$ cat src/rtl/upper_right_to_lower_left_scan_if.sv
// Request/result bundle for the anti-diagonal five-in-a-row scanner.
// The master side issues a scan request with the last placed stone and
// one player's board bitmap; the slave side reports progress and result.
interface upper_right_to_lower_left_scan_if;
    logic         start;  // scan request, sampled on the rising clock edge
    logic [3:0]   row;    // row of last placed stone, legal 0..14
    logic [3:0]   col;    // column of last placed stone, legal 0..14
    logic [224:0] ch;     // stone bitmap, bit index row*15+col
    logic         busy;   // scan in progress
    logic         done;   // one-cycle result-valid pulse
    logic         win;    // five or more in a row on the anti-diagonal

    modport master (
        output start,
        output row,
        output col,
        output ch,
        input  busy,
        input  done,
        input  win
    );

    modport slave (
        input  start,
        input  row,
        input  col,
        input  ch,
        output busy,
        output done,
        output win
    );
endinterface

$ cat src/rtl/upper_right_to_lower_left_scan.sv
// Anti-diagonal (upper-right to lower-left) five-in-a-row detector for a
// fixed 15x15 board. On an accepted start the board bitmap is captured and
// the diagonal r+c = row+col is walked one cell per cycle from its upper-right
// end, counting consecutive stones. The walk stops as soon as five in a row
// are seen, or after the lower-left end cell has been examined.
module upper_right_to_lower_left_scan (
    input  logic                           clk,
    input  logic                           rst,
    upper_right_to_lower_left_scan_if.slave bus
);

    typedef enum logic [1:0] {
        IDLE = 2'd0,
        SCAN = 2'd1,
        DONE = 2'd2
    } state_t;

    state_t       state;
    state_t       state_n;

    // Captured board and walk position (data path, not reset).
    logic [224:0] snap;
    logic [7:0]   idx;      // bit index of the cell examined this cycle
    logic [4:0]   remain;   // cells left on the diagonal, including this one

    // Control registers.
    logic [2:0]   run;      // consecutive stones seen so far, saturates at 5
    logic         win_q;
    logic         done_q;

    // Decoded request and per-cycle scan values.
    logic [4:0]   diag_sum;
    logic         coord_ok;
    logic         cell_bit;
    logic [2:0]   run_n;

    // FSM side outputs.
    logic         load;
    logic         step;
    logic         finish;
    logic         win_n;

    // Bit index of the upper-right end of diagonal s: (0,s) for s<=14,
    // otherwise (s-14,14).
    function automatic logic [7:0] start_index(input logic [4:0] s);
        logic [7:0] r;
        if (s <= 5'd14) begin
            return {3'b000, s};
        end
        r = {3'b000, s} - 8'd14;
        return r * 8'd15 + 8'd14;
    endfunction

    // Number of cells on diagonal s.
    function automatic logic [4:0] cell_count(input logic [4:0] s);
        return (s <= 5'd14) ? (s + 5'd1) : (5'd29 - s);
    endfunction

    // Run counter increment that never goes past five.
    function automatic logic [2:0] sat_inc(input logic [2:0] v);
        return (v >= 3'd5) ? 3'd5 : (v + 3'd1);
    endfunction

    assign diag_sum = {1'b0, bus.row} + {1'b0, bus.col};
    assign coord_ok = (bus.row <= 4'd14) && (bus.col <= 4'd14);
    assign cell_bit = snap[idx];
    assign run_n    = cell_bit ? sat_inc(run) : 3'd0;

    // State register; reset aborts any scan in flight.
    always_ff @(posedge clk) begin
        if (rst) begin
            state <= IDLE;
        end else begin
            state <= state_n;
        end
    end

    // Next-state decode plus load/step/finish strobes for the registers.
    always_comb begin
        state_n = state;
        load    = 1'b0;
        step    = 1'b0;
        finish  = 1'b0;
        win_n   = 1'b0;
        case (state)
            IDLE: begin
                if (bus.start) begin
                    if (coord_ok) begin
                        load    = 1'b1;
                        state_n = SCAN;
                    end else begin
                        // Off-board coordinates: report a loss immediately.
                        finish  = 1'b1;
                        win_n   = 1'b0;
                        state_n = DONE;
                    end
                end
            end
            SCAN: begin
                step = 1'b1;
                if (run_n == 3'd5) begin
                    finish  = 1'b1;
                    win_n   = 1'b1;
                    state_n = DONE;
                end else if (remain == 5'd1) begin
                    finish  = 1'b1;
                    win_n   = 1'b0;
                    state_n = DONE;
                end
            end
            DONE: begin
                state_n = IDLE;
            end
            default: begin
                state_n = IDLE;
            end
        endcase
    end

    // Run counter, result and done pulse; the pulse follows the DONE state.
    always_ff @(posedge clk) begin
        if (rst) begin
            run    <= 3'd0;
            win_q  <= 1'b0;
            done_q <= 1'b0;
        end else begin
            done_q <= (state == DONE);
            if (load) begin
                run <= 3'd0;
            end else if (step) begin
                run <= run_n;
            end
            if (finish) begin
                win_q <= win_n;
            end
        end
    end

    // Board capture and walk position: step is +14 bits (r+1, c-1).
    always_ff @(posedge clk) begin
        if (load) begin
            snap   <= bus.ch;
            idx    <= start_index(diag_sum);
            remain <= cell_count(diag_sum);
        end else if (step) begin
            idx    <= idx + 8'd14;
            remain <= remain - 5'd1;
        end
    end

    assign bus.busy = (state != IDLE);
    assign bus.done = done_q;
    assign bus.win  = win_q;

endmodule

$ cat src/flat_wrapper.sv
// flat-port wrapper written by rule: the top's interface ports become plain ports
module upper_right_to_lower_left_scan_flat 
  (clk, rst, bus_start, bus_row, bus_col, bus_ch, bus_busy, bus_done, bus_win);
  upper_right_to_lower_left_scan_if bus_i ();
  input  logic clk;
  input  logic rst;
  input wire logic [$bits(bus_i.start)-1:0] bus_start;
  input wire logic [$bits(bus_i.row)-1:0] bus_row;
  input wire logic [$bits(bus_i.col)-1:0] bus_col;
  input wire logic [$bits(bus_i.ch)-1:0] bus_ch;
  output wire logic [$bits(bus_i.busy)-1:0] bus_busy;
  output wire logic [$bits(bus_i.done)-1:0] bus_done;
  output wire logic [$bits(bus_i.win)-1:0] bus_win;
  assign bus_i.start = bus_start;
  assign bus_i.row = bus_row;
  assign bus_i.col = bus_col;
  assign bus_i.ch = bus_ch;
  assign bus_busy = bus_i.busy;
  assign bus_done = bus_i.done;
  assign bus_win = bus_i.win;
  upper_right_to_lower_left_scan u_core (.clk(clk), .rst(rst), .bus(bus_i));
endmodule
$ cat config.mk
export PLATFORM = sky130hd
export DESIGN_NAME = upper_right_to_lower_left_scan_flat
export DESIGN_NICKNAME = d
export VERILOG_FILES = /design/src/rtl/upper_right_to_lower_left_scan_if.sv /design/src/rtl/upper_right_to_lower_left_scan.sv /design/src/flat_wrapper.sv
export SDC_FILE = /design/constraint.sdc
export NUM_CORES = 1
export LEC_CHECK = 0
export CAP_MARGIN = 30
export CORE_MARGIN = 2
export CORE_UTILIZATION = 40
export DETAILED_ROUTE_END_ITERATION = 8
export HOLD_SLACK_MARGIN = 0.12
export PLACE_DENSITY_LB_ADDON = 0.1
export SYNTH_ARGS = -nofsm -noshare
export SYNTH_HDL_FRONTEND = slang
export SYNTH_SLANG_ARGS = --single-unit
$ cat constraint.sdc
create_clock -name clk -period 28.6 [get_ports clk]
set_input_delay 5.72 -clock clk [delete_from_list [all_inputs] [get_ports clk]]
set_output_delay 5.72 -clock clk [all_outputs]
set_load 0.02 [all_outputs]
==> impl_metrics.env <==
export IMPL_fin_hold_ws_ns=0.523
export IMPL_syn_area_um2=10700
export IMPL_antenna_found_initial=0
export IMPL_status="finished with violations"
export IMPL_via_per_inst=5.18
export IMPL_first_iter_violations=371
export IMPL_path_class="in -> reg"
export IMPL_cts_tree="done"
export IMPL_worst_ep_required_time_ns=28.86
export IMPL_synth_edf_count=238
export IMPL_period_needed_ns=11.03
export IMPL_clkSinkCount=245
export IMPL_rsz0062_at_grt="no"
export IMPL_syn_to_final_growth_pct=33.9
export IMPL_grt_pass1_wl_mm=38.2
export IMPL_worstSkewPairLatency_ns=0.53
export IMPL_numPortBuffers=238
export IMPL_setup_viol=0
export IMPL_numCtsBuffers=26
export IMPL_synth_ff_type="edfxtp_1"
export IMPL_gp_congestion=0.816
export IMPL_drive_gt1_frac=0.109
export IMPL_syn_nets=882
export IMPL_min_path_type="reg -> reg"
export IMPL_power_mw=1.10
export IMPL_drtPass1Iterations=8
export IMPL_wl_per_cell_um=20.4
export IMPL_critPathLaunchType="primary input"
export IMPL_die_height_um=167
export IMPL_n_antenna_cell=0
export IMPL_synth_seq_cells=245
export IMPL_ctsRootBufferMaster="clkbuf_16"
export IMPL_worstMarginPinSlew_ns=0.919
export IMPL_clk_pin_slew_worst_paths_ns=0.06
export IMPL_grt_max_degree=150
export IMPL_hpwl_mm=17.7
export IMPL_async_reset_ff_frac=0
export IMPL_drt_wl_total_mm=24.9
export IMPL_clockBufferDepth=3
export IMPL_nets=1131
export IMPL_core_area_um2=26100
export IMPL_ir_drop_uv=50.5
export IMPL_overflow=0
export IMPL_maxSlewHeadroom=0.386
export IMPL_fill_cells=2143
export IMPL_synth_distinct_cells=60
export IMPL_die_area_um2=28000
export IMPL_p_leak_nw=5.02
export IMPL_syn_avg_cell_area_um2=17.2
export IMPL_ioPinCount=239
export IMPL_drc=6
export IMPL_clock_skew_ns=0.0192
export IMPL_ant_nets=0
export IMPL_path_max_fanout=8
export IMPL_synthCells=618
export IMPL_final_period_utilization=0.386
export IMPL_worst_setup_path_end_kind="flip-flop"
export IMPL_fin_setup_tns_ns=0
export IMPL_power_density_nw_per_um2=77.3
export IMPL_grt_pass1_vias=6873
export IMPL_ys_seq_area_frac=0.684
export IMPL_report_final_slew_viol_count=0
export IMPL_fp_dieW_um=167
export IMPL_r2r_setup_slack_ns=24.41
export IMPL_cp_arrival_ns=11.29
export IMPL_cap_violations=0
export IMPL_max_freq_mhz=90.7
export IMPL_post_cts_resized=0
export IMPL_cts_setup_buffers=0
export IMPL_yosysWarnings=0
export IMPL_rows=59
export IMPL_htreeDepth=1
export IMPL_hold_buffers=0
export IMPL_violations="DRC"
export IMPL_vias=6333
export IMPL_start_util=0.408
export IMPL_grtUsageTotal=0.177
export IMPL_hold_viol=0
cell type report:
cell class              instances  area (µm²)  share of cell area
repair buffers                246        2480               0.174
inverters                      26         105             0.00737
flip-flops and latches        245        7290               0.511
multi-input cells             322        3130               0.219
clock buffers                  31         691              0.0484
clock inverters                17         155              0.0109
well taps                     335         419              0.0294
worst paths after layout:
path                           startpoint                      endpoint  cells after the start
min          u_core.state[0]$_SDFFE_PP0P_    u_core.bus.done$_SDFF_PP0_                      1
max reg2reg       u_core.idx[0]$_DFFE_PP_  u_core.state[0]$_SDFFE_PP0P_                      9
max                            bus_row[0]       u_core.idx[7]$_DFFE_PP_                     20
min reg2reg  u_core.state[0]$_SDFFE_PP0P_    u_core.bus.done$_SDFF_PP0_                      1
state kept, by name (all words and copies together) (netlist names):
register	flops
u_core.snap	225
u_core.idx	8
u_core.remain	5
u_core.run	3
u_core.state	2
u_core.bus.done	1
u_core.bus.win	1
cell families after synthesis:
logic type,count (synthesis),synth area share
fa+ha+maj,28,0.0350
buf+inv,51,0.0227
mux,75,0.131
flops,245,0.684
xor+xnor,25,0.0205
compound gates,84,0.0556
simple gates,110,0.0512
worst max-delay path: stages:
cell and delay (ns):
clkdlybuf4s50_1 0.50, ha_1 0.19, inv_1 0.06, fa_1 0.39, xor2_1 0.59, inv_1 0.23
ha_1 0.31, xnor2_1 0.51, inv_1 0.17, ha_1 0.37, xnor2_1 0.17, fa_1 0.56
inv_1 0.04, ha_1 0.28, ha_1 0.23, o41ai_1 0.48, xor2_1 0.22, nor2_1 0.06
o221ai_1 0.08, o221ai_1 0.14
per-layer routing:
layer	global-route usage	part of all wire	wire, µm
met3	0.0511	0.072	1800
met5	0	0	0
met4	0.0340	0.011	270
met1	0.216	0.40	10100
met2	0.316	0.51	12800
power breakdown:
part / switching [mW] / internal (mW)
Combinational: 0.164 / 0.147
Clock: 0.133 / 0.198
Sequential: 0.0189 / 0.442
Total: 0.316 / 0.787
cells in the final DEF (no fill, tap or decap), drive strengths merged, types with 4 or more instances in the layout:
cell / n
nand4: 4
ha: 25
nand3: 8
nor2: 23
clkinv: 14
a21oi: 19
dfxtp: 7
o211ai: 5
xnor2: 14
nor2b: 9
a22oi: 12
o22ai: 4
a22o: 5
clkdlybuf4s50: 238
nor3: 6
a211oi: 4
inv: 26
xor2: 11
edfxtp: 238
mux2i: 22
nand2: 33
mux4: 50
nand2b: 8
and2: 5
o21ai: 8
clkbuf: 31
or3: 4
buf: 8
cell usage after synthesis, drive strengths merged, types with 12 or more instances:
cell type,instances,share of area
inv,26,0.0092
mux2i,22,0.021
xnor2,14,0.012
edfxtp,238,0.67
nor2,23,0.0081
buf,14,0.0096
mux4,50,0.11
nand2,33,0.012
ha,25,0.029
a22oi,12,0.0085
a21oi,19,0.0089
stage by stage:
step,util,setup WS (ns),std cells,area (µm²)
final,0.546,17.57,1222,14300
after CTS,0.544,17.54,1220,14200
after global routing,0.546,17.18,1222,14300
after global placement,0.512,17.23,1172,13400
after detailed placement,0.512,17.01,1172,13400
after floorplan,-,14.79,618,10700
No activity file was read; power rests on OpenSTA's default activity.
